`config.mk`:
```
export PLATFORM = sky130hd
export DESIGN_NAME = reduce_gate_pipe
export DESIGN_NICKNAME = d
export VERILOG_FILES = /design/src/rtl/reduce_gate_pipe.sv
export SDC_FILE = /design/constraint.sdc
export NUM_CORES = 1
export LEC_CHECK = 0
export CORE_AREA = 5 5 42 44
export CTS_CLUSTER_SIZE = 25
export DETAILED_ROUTE_END_ITERATION = 16
export DIE_AREA = 0 0 47 49
export HOLD_SLACK_MARGIN = 0.05
export PLACE_DENSITY = 0.68
export SETUP_SLACK_MARGIN = 0.05
export SYNTH_ARGS = -nofsm -noshare
export SYNTH_HDL_FRONTEND = slang
export SYNTH_SLANG_ARGS = --single-unit
export TNS_END_PERCENT = 20
```
`constraint.sdc`:
```
create_clock -name clk -period 1.5 [get_ports clk]
set_input_delay 0.3 -clock clk [delete_from_list [all_inputs] [get_ports clk]]
set_output_delay 0.3 -clock clk [all_outputs]
set_load 0.03 [all_outputs]
```
`src/rtl/reduce_gate_pipe.sv`:
```
// Two-stage valid/ready pipelined N-input reduction gate (AND/NAND/OR/NOR/XOR/XNOR)
// for CH independent channels; reserved op codes yield zero with an error flag.
module reduce_gate_pipe #(
    parameter int N_IN = 4,
    parameter int CH   = 1
) (
    input  logic                 clk,
    input  logic                 rst,
    input  logic                 in_valid,
    output logic                 in_ready,
    input  logic [2:0]           in_op,
    input  logic [CH*N_IN-1:0]   in_data,
    output logic                 out_valid,
    input  logic                 out_ready,
    output logic [CH-1:0]        out_y,
    output logic                 out_err
);

    typedef enum logic [2:0] {
        OP_AND  = 3'd0,
        OP_NAND = 3'd1,
        OP_OR   = 3'd2,
        OP_NOR  = 3'd3,
        OP_XOR  = 3'd4,
        OP_XNOR = 3'd5
    } op_e;

    logic                 s1_v_q, s1_v_d;
    logic [2:0]           s1_op_q, s1_op_d;
    logic [CH*N_IN-1:0]   s1_data_q, s1_data_d;
    logic                 s2_v_q, s2_v_d;
    logic [CH-1:0]        s2_y_q, s2_y_d;
    logic                 s2_err_q, s2_err_d;

    logic                 s1_adv;
    logic                 s2_adv;
    logic [CH-1:0]        and_r;
    logic [CH-1:0]        or_r;
    logic [CH-1:0]        xor_r;
    logic [CH-1:0]        red_y;
    logic                 red_err;

    // Each channel folds its S1 bits through a chain of 2-input gate primitives.
    for (genvar c = 0; c < CH; c++) begin : g_ch
        for (genvar i = 0; i < N_IN; i++) begin : g_bit
            wire a_w;
            wire o_w;
            wire x_w;
            if (i == 0) begin : g_first
                assign a_w = s1_data_q[c*N_IN];
                assign o_w = s1_data_q[c*N_IN];
                assign x_w = s1_data_q[c*N_IN];
            end else begin : g_next
                and u_and (a_w, g_bit[i-1].a_w, s1_data_q[c*N_IN+i]);
                or  u_or  (o_w, g_bit[i-1].o_w, s1_data_q[c*N_IN+i]);
                xor u_xor (x_w, g_bit[i-1].x_w, s1_data_q[c*N_IN+i]);
            end
        end
        assign and_r[c] = g_bit[N_IN-1].a_w;
        assign or_r[c]  = g_bit[N_IN-1].o_w;
        assign xor_r[c] = g_bit[N_IN-1].x_w;
    end

    // Op select with optional inversion; reserved codes force zero plus error.
    always_comb begin
        red_y   = {CH{1'b0}};
        red_err = 1'b0;
        case (s1_op_q)
            OP_AND:  red_y = and_r;
            OP_NAND: red_y = ~and_r;
            OP_OR:   red_y = or_r;
            OP_NOR:  red_y = ~or_r;
            OP_XOR:  red_y = xor_r;
            OP_XNOR: red_y = ~xor_r;
            default: begin
                red_y   = {CH{1'b0}};
                red_err = 1'b1;
            end
        endcase
    end

    assign s2_adv   = ~s2_v_q | out_ready;
    assign s1_adv   = ~s1_v_q | s2_adv;
    assign in_ready = s1_adv & ~rst;

    // Next-state for both stages; a stage only moves when the one after it can take data.
    always_comb begin
        s1_v_d    = s1_v_q;
        s1_op_d   = s1_op_q;
        s1_data_d = s1_data_q;
        s2_v_d    = s2_v_q;
        s2_y_d    = s2_y_q;
        s2_err_d  = s2_err_q;
        if (s1_adv) begin
            s1_v_d = in_valid;
            if (in_valid) begin
                s1_op_d   = in_op;
                s1_data_d = in_data;
            end else begin
                s1_op_d   = s1_op_q;
                s1_data_d = s1_data_q;
            end
        end else begin
            s1_v_d = s1_v_q;
        end
        if (s2_adv) begin
            s2_v_d = s1_v_q;
            if (s1_v_q) begin
                s2_y_d   = red_y;
                s2_err_d = red_err;
            end else begin
                s2_y_d   = s2_y_q;
                s2_err_d = s2_err_q;
            end
        end else begin
            s2_v_d = s2_v_q;
        end
    end

    // Pipeline state; reset drops anything in flight.
    always_ff @(posedge clk) begin
        if (rst) begin
            s1_v_q    <= 1'b0;
            s1_op_q   <= 3'd0;
            s1_data_q <= {(CH*N_IN){1'b0}};
            s2_v_q    <= 1'b0;
            s2_y_q    <= {CH{1'b0}};
            s2_err_q  <= 1'b0;
        end else begin
            s1_v_q    <= s1_v_d;
            s1_op_q   <= s1_op_d;
            s1_data_q <= s1_data_d;
            s2_v_q    <= s2_v_d;
            s2_y_q    <= s2_y_d;
            s2_err_q  <= s2_err_d;
        end
    end

    assign out_valid = s2_v_q;
    assign out_y     = s2_y_q;
    assign out_err   = s2_err_q;

endmodule

```
==> summary.txt, run 1 <==
Timing
  • Clock Skews: ~2.7 ps
  • Slew headroom: 0.802
  • Final Hold Viols: 0
  • Achievable Freq: between 700 and 800 MHz
  • Post-route setup slack: 98.4 ps
  • Hold Slack: between 300 and 400 ps
  • Max Slew Vio Count: 0
  • Setup TNS: 0 ps
  • Fin crit period: 1400 ps
  • Final Setup Violations: 0
  • Worst-Margin Slew: around 300 ps
  • Tcrit/Tclk final: 0.934
  • Unrepaired setup endpoints after global routing: no

Place
  • # placed instances: 91
  • GPL Wtd Cong: 0.730
  • Port bufs: 14
  • Dpl hpwl: between 700 and 800 µm
  • Setup WS pre-CTS: -63.8 ps

Setup path
  • Critical-path top delay cell: clkdlybuf4s50_1
  • Critical path type: primary input to output pin
  • Req. time, crit path: 1200 ps
  • Startpoint types: primary input
  • Worst-path maximum fanout: 5
  • Crit path DAT: 1100 ps
  • Worst path buffer plus inverter count: 2
  • CP endpoint kind: output pin
  • Crit-path cells: clkdlybuf4s50_1 -> nor2_4 -> buf_6
  • Worst path max stage delay: ~520 ps
  • Top delay family on crit path: buffers and inverters

Logic synthesis
  • Sequential share of the synthesized area: 0.392
  • Post-Synthesis Cells: 60
  • Mapped Area: 562 µm²
  • Synth area leaders: dfxtp_1, mux2i_1, nor2_1, xnor2_1, ha_1
  • Synth area leader: dfxtp_1
  • Seq cells post-synth: 11
  • Yosys cell types: 22
  • Avg Inst Size Synth: 9.36 µm²
  • Yosys warns: 0
  • Share of the synthesized area in the top cell type: 0.392
  • Mapped Nets: 73

Floorplanning
  • Die Ht: 49 µm
  • DIE WIDTH: approximately 47 µm
  • Num ports: 15
  • Starting Density: 0.401
  • Die area: 2300 µm²
  • Row count: 14
  • Core box area: 1400 µm²

Cells and area
  • Layout cells sized above 1: 0.138
  • Final Util: 0.545
  • Fill cells: about 140
  • Ant. Diodes: 0
  • NumNets Final: 94
  • Area Growth Syn to Fin: 35.9%
  • Layout Cells excl Fill: 96

Routing
  • WL per Instance: 10.2 µm
  • DR pass1 iterations: 4
  • Vias/cell: about 4.9
  • Routed Antenna Nets: 0
  • Post-Route WL: 981 µm
  • DR DRC count: 0
  • DRT iter0 DRCs: 3
  • DR vias: ~470

Global routing
  • Initial antenna violation count: 0
  • Met2 GRT Util: 0.158
  • Grt ovf: 0
  • Layer carrying the most global-route usage: met2
  • GR Util met3: 0.0332
  • First-pass GRT wire length: 1700 µm
  • Met1 Track Usage GR: 0.115
  • Total track usage: 0.0988
  • Vias in the first global route: 425
  • Largest net degree at the start of global routing: 8

Clock network
  • Largest buffer count on any clock path: 2
  • Root buf cell: clkbuf_4
  • CTS H-Tree Depth: 1
  • Skew-Pair Late Insertion Delay: 260 ps
  • CTS buffer count: 3
  • Sink Count: 11
  • Clock transition at the registers of the reported paths: 70 ps
  • Cts hold-fix bufs: 0
  • CTS tree: built

Power and ir drop
  • Net Sw Frac: 0.251
  • Pwr dens: 849 nW/µm²
  • Pint: 0.000485 W
  • Clock power share: 0.305
  • NetSw: 0.000163 W
  • Maximum VDD drop: 670 µV
  • Sequential power share: 0.499
  • Combinational power share: 0.197
  • Leak pwr: 0.353 nW

Worst hold path
  • Worst min-delay path class: primary input to flip-flop

Flow run
  • Max-Cap Viols: 0

Status
  • Status: completed
## flip-flops by register name, summed over array words and instances, names as in the netlist
name and count:
out_err 1, out_y 1, s1_data_q 4, out_valid 1
s1_v_q 1, s1_op_q 3
## placed cells by master (no fill, tap or decap)
master and n:
clkdlybuf4s50_1 9, and3b_2 1, inv_1 4, o21ai_0 1, clkbuf_4 3, dfxtp_1 11, nand4b_1 1, dlymetal6s2s_1 1
a22oi_1 1, nor2_4 1, xnor2_1 4, mux2i_1 8, nand3_1 1, nor2_1 13, xor2_1 1, nand3b_1 1
o211ai_1 1, nor2b_1 2, dlygate4sd2_1 3, and2_1 1, nand2b_1 1, buf_4 4, nand2b_4 1, nor3b_1 1
buf_6 1, clkbuf_1 1, ha_1 2, a21oi_1 1
## power groups by stage
stage	sequential [W]	clock [W]	combinational, W
after CTS	0.000323	0.000209	0.000126
final	0.000323	0.000197	0.000127
after detailed placement	0.000330	0	0.000127
after global routing	0.000327	0.000220	0.000141
after floorplan	0.000333	0	0.0000773
after global placement	0.000329	0	0.000126
## final cells by class
| type | count | area, µm² | share of cell area |
|---|---|---|---|
| Multi-Input combinational cell | 43 | 312 | 0.408 |
| Sequential cell | 11 | 220 | 0.289 |
| Timing Repair Buffer | 18 | 170 | 0.223 |
| Clock buffer | 4 | 26.3 | 0.0344 |
| Tap cell | 16 | 20.0 | 0.0262 |
| Inverter | 4 | 15.0 | 0.0197 |
## stage by stage
| stage | power, W | area (µm²) |
|---|---|---|
| after floorplan | 0.000410 | 562 |
| after global placement | 0.000455 | 718 |
| after detailed placement | 0.000458 | 718 |
| after CTS | 0.000658 | 741 |
| after global routing | 0.000688 | 763 |
| final | 0.000648 | 763 |
## cell families (layout without fill, tap and decap cells)
| group | Yosys count | after routing | synth area share |
|---|---|---|---|
| adder cells (fa/ha/maj) | 2 | 2 | 0.0445 |
| buffers and inverters | 6 | 26 | 0.0690 |
| flip-flops | 11 | 11 | 0.392 |
| AO/OA/AOI/OAI | 4 | 4 | 0.0445 |
| XOR/XNOR | 5 | 5 | 0.0779 |
| multiplexers | 8 | 8 | 0.143 |
| AND/OR/NAND/NOR | 24 | 24 | 0.229 |
## timing repair
action                                 4_1_cts  5_1_grt
setup buffers                                0        1
setup endpoints to repair                    4        1
resized for setup                            3        5
endpoints found under the hold margin        0        0
## tightest hold or removal path: cells and delay by family
family	cells	cell delay (ps)
buf+inv	2	190
compound gates	1	50
simple gates	1	70
## cell usage after synthesis
cell type,count
nand3b_1,1
clkbuf_1,1
a22oi_1,1
xor2_1,1
nor2_1,14
dfxtp_1,11
nand3_1,1
inv_1,4
xnor2_1,4
and3b_1,1
nand2b_4,1
nand2b_1,1
and2_1,1
mux2i_1,8
ha_1,2
a21oi_1,1
buf_12,1
o211ai_1,1
nor2b_1,2
nand4b_1,1
o21ai_0,1
nor3b_1,1
## routing by layer
| layer | part of all wire | wire [µm] | vias up |
|---|---|---|---|
| met3 | 0.066 | 65 | 2 |
| met5 | 0 | 0 | - |
| li1 | - | - | 238 |
| met2 | 0.49 | 484 | 11 |
| met1 | 0.43 | 422 | 218 |
| met4 | 0.0092 | 9 | 0 |
## worst paths after layout
kind	startpoint	end	slack (ps)	cells past startpoint
worst max-delay path	rst	in_ready	100	3
worst min-delay path	out_ready	out_valid$_SDFFE_PP0P_	380	4
worst max register to register	s1_data_q[0]$_SDFFE_PP0P_	out_y$_SDFFE_PP0P_	230	6
worst min register to register	s1_v_q$_SDFFE_PP0N_	out_valid$_SDFFE_PP0P_	490	2
Power figures use the tool's default switching activity.
==> run 2, diff against run 1 <==
--- a/config.mk
+++ b/config.mk
@@ -6,7 +6,6 @@
 export NUM_CORES = 1
 export LEC_CHECK = 0
 export CORE_AREA = 5 5 42 44
-export CTS_CLUSTER_SIZE = 25
 export DETAILED_ROUTE_END_ITERATION = 16
 export DIE_AREA = 0 0 47 49
 export HOLD_SLACK_MARGIN = 0.05
==> results of run 2 <==
Same layout as run 1: the final DEF is identical, and so are final timing and power.
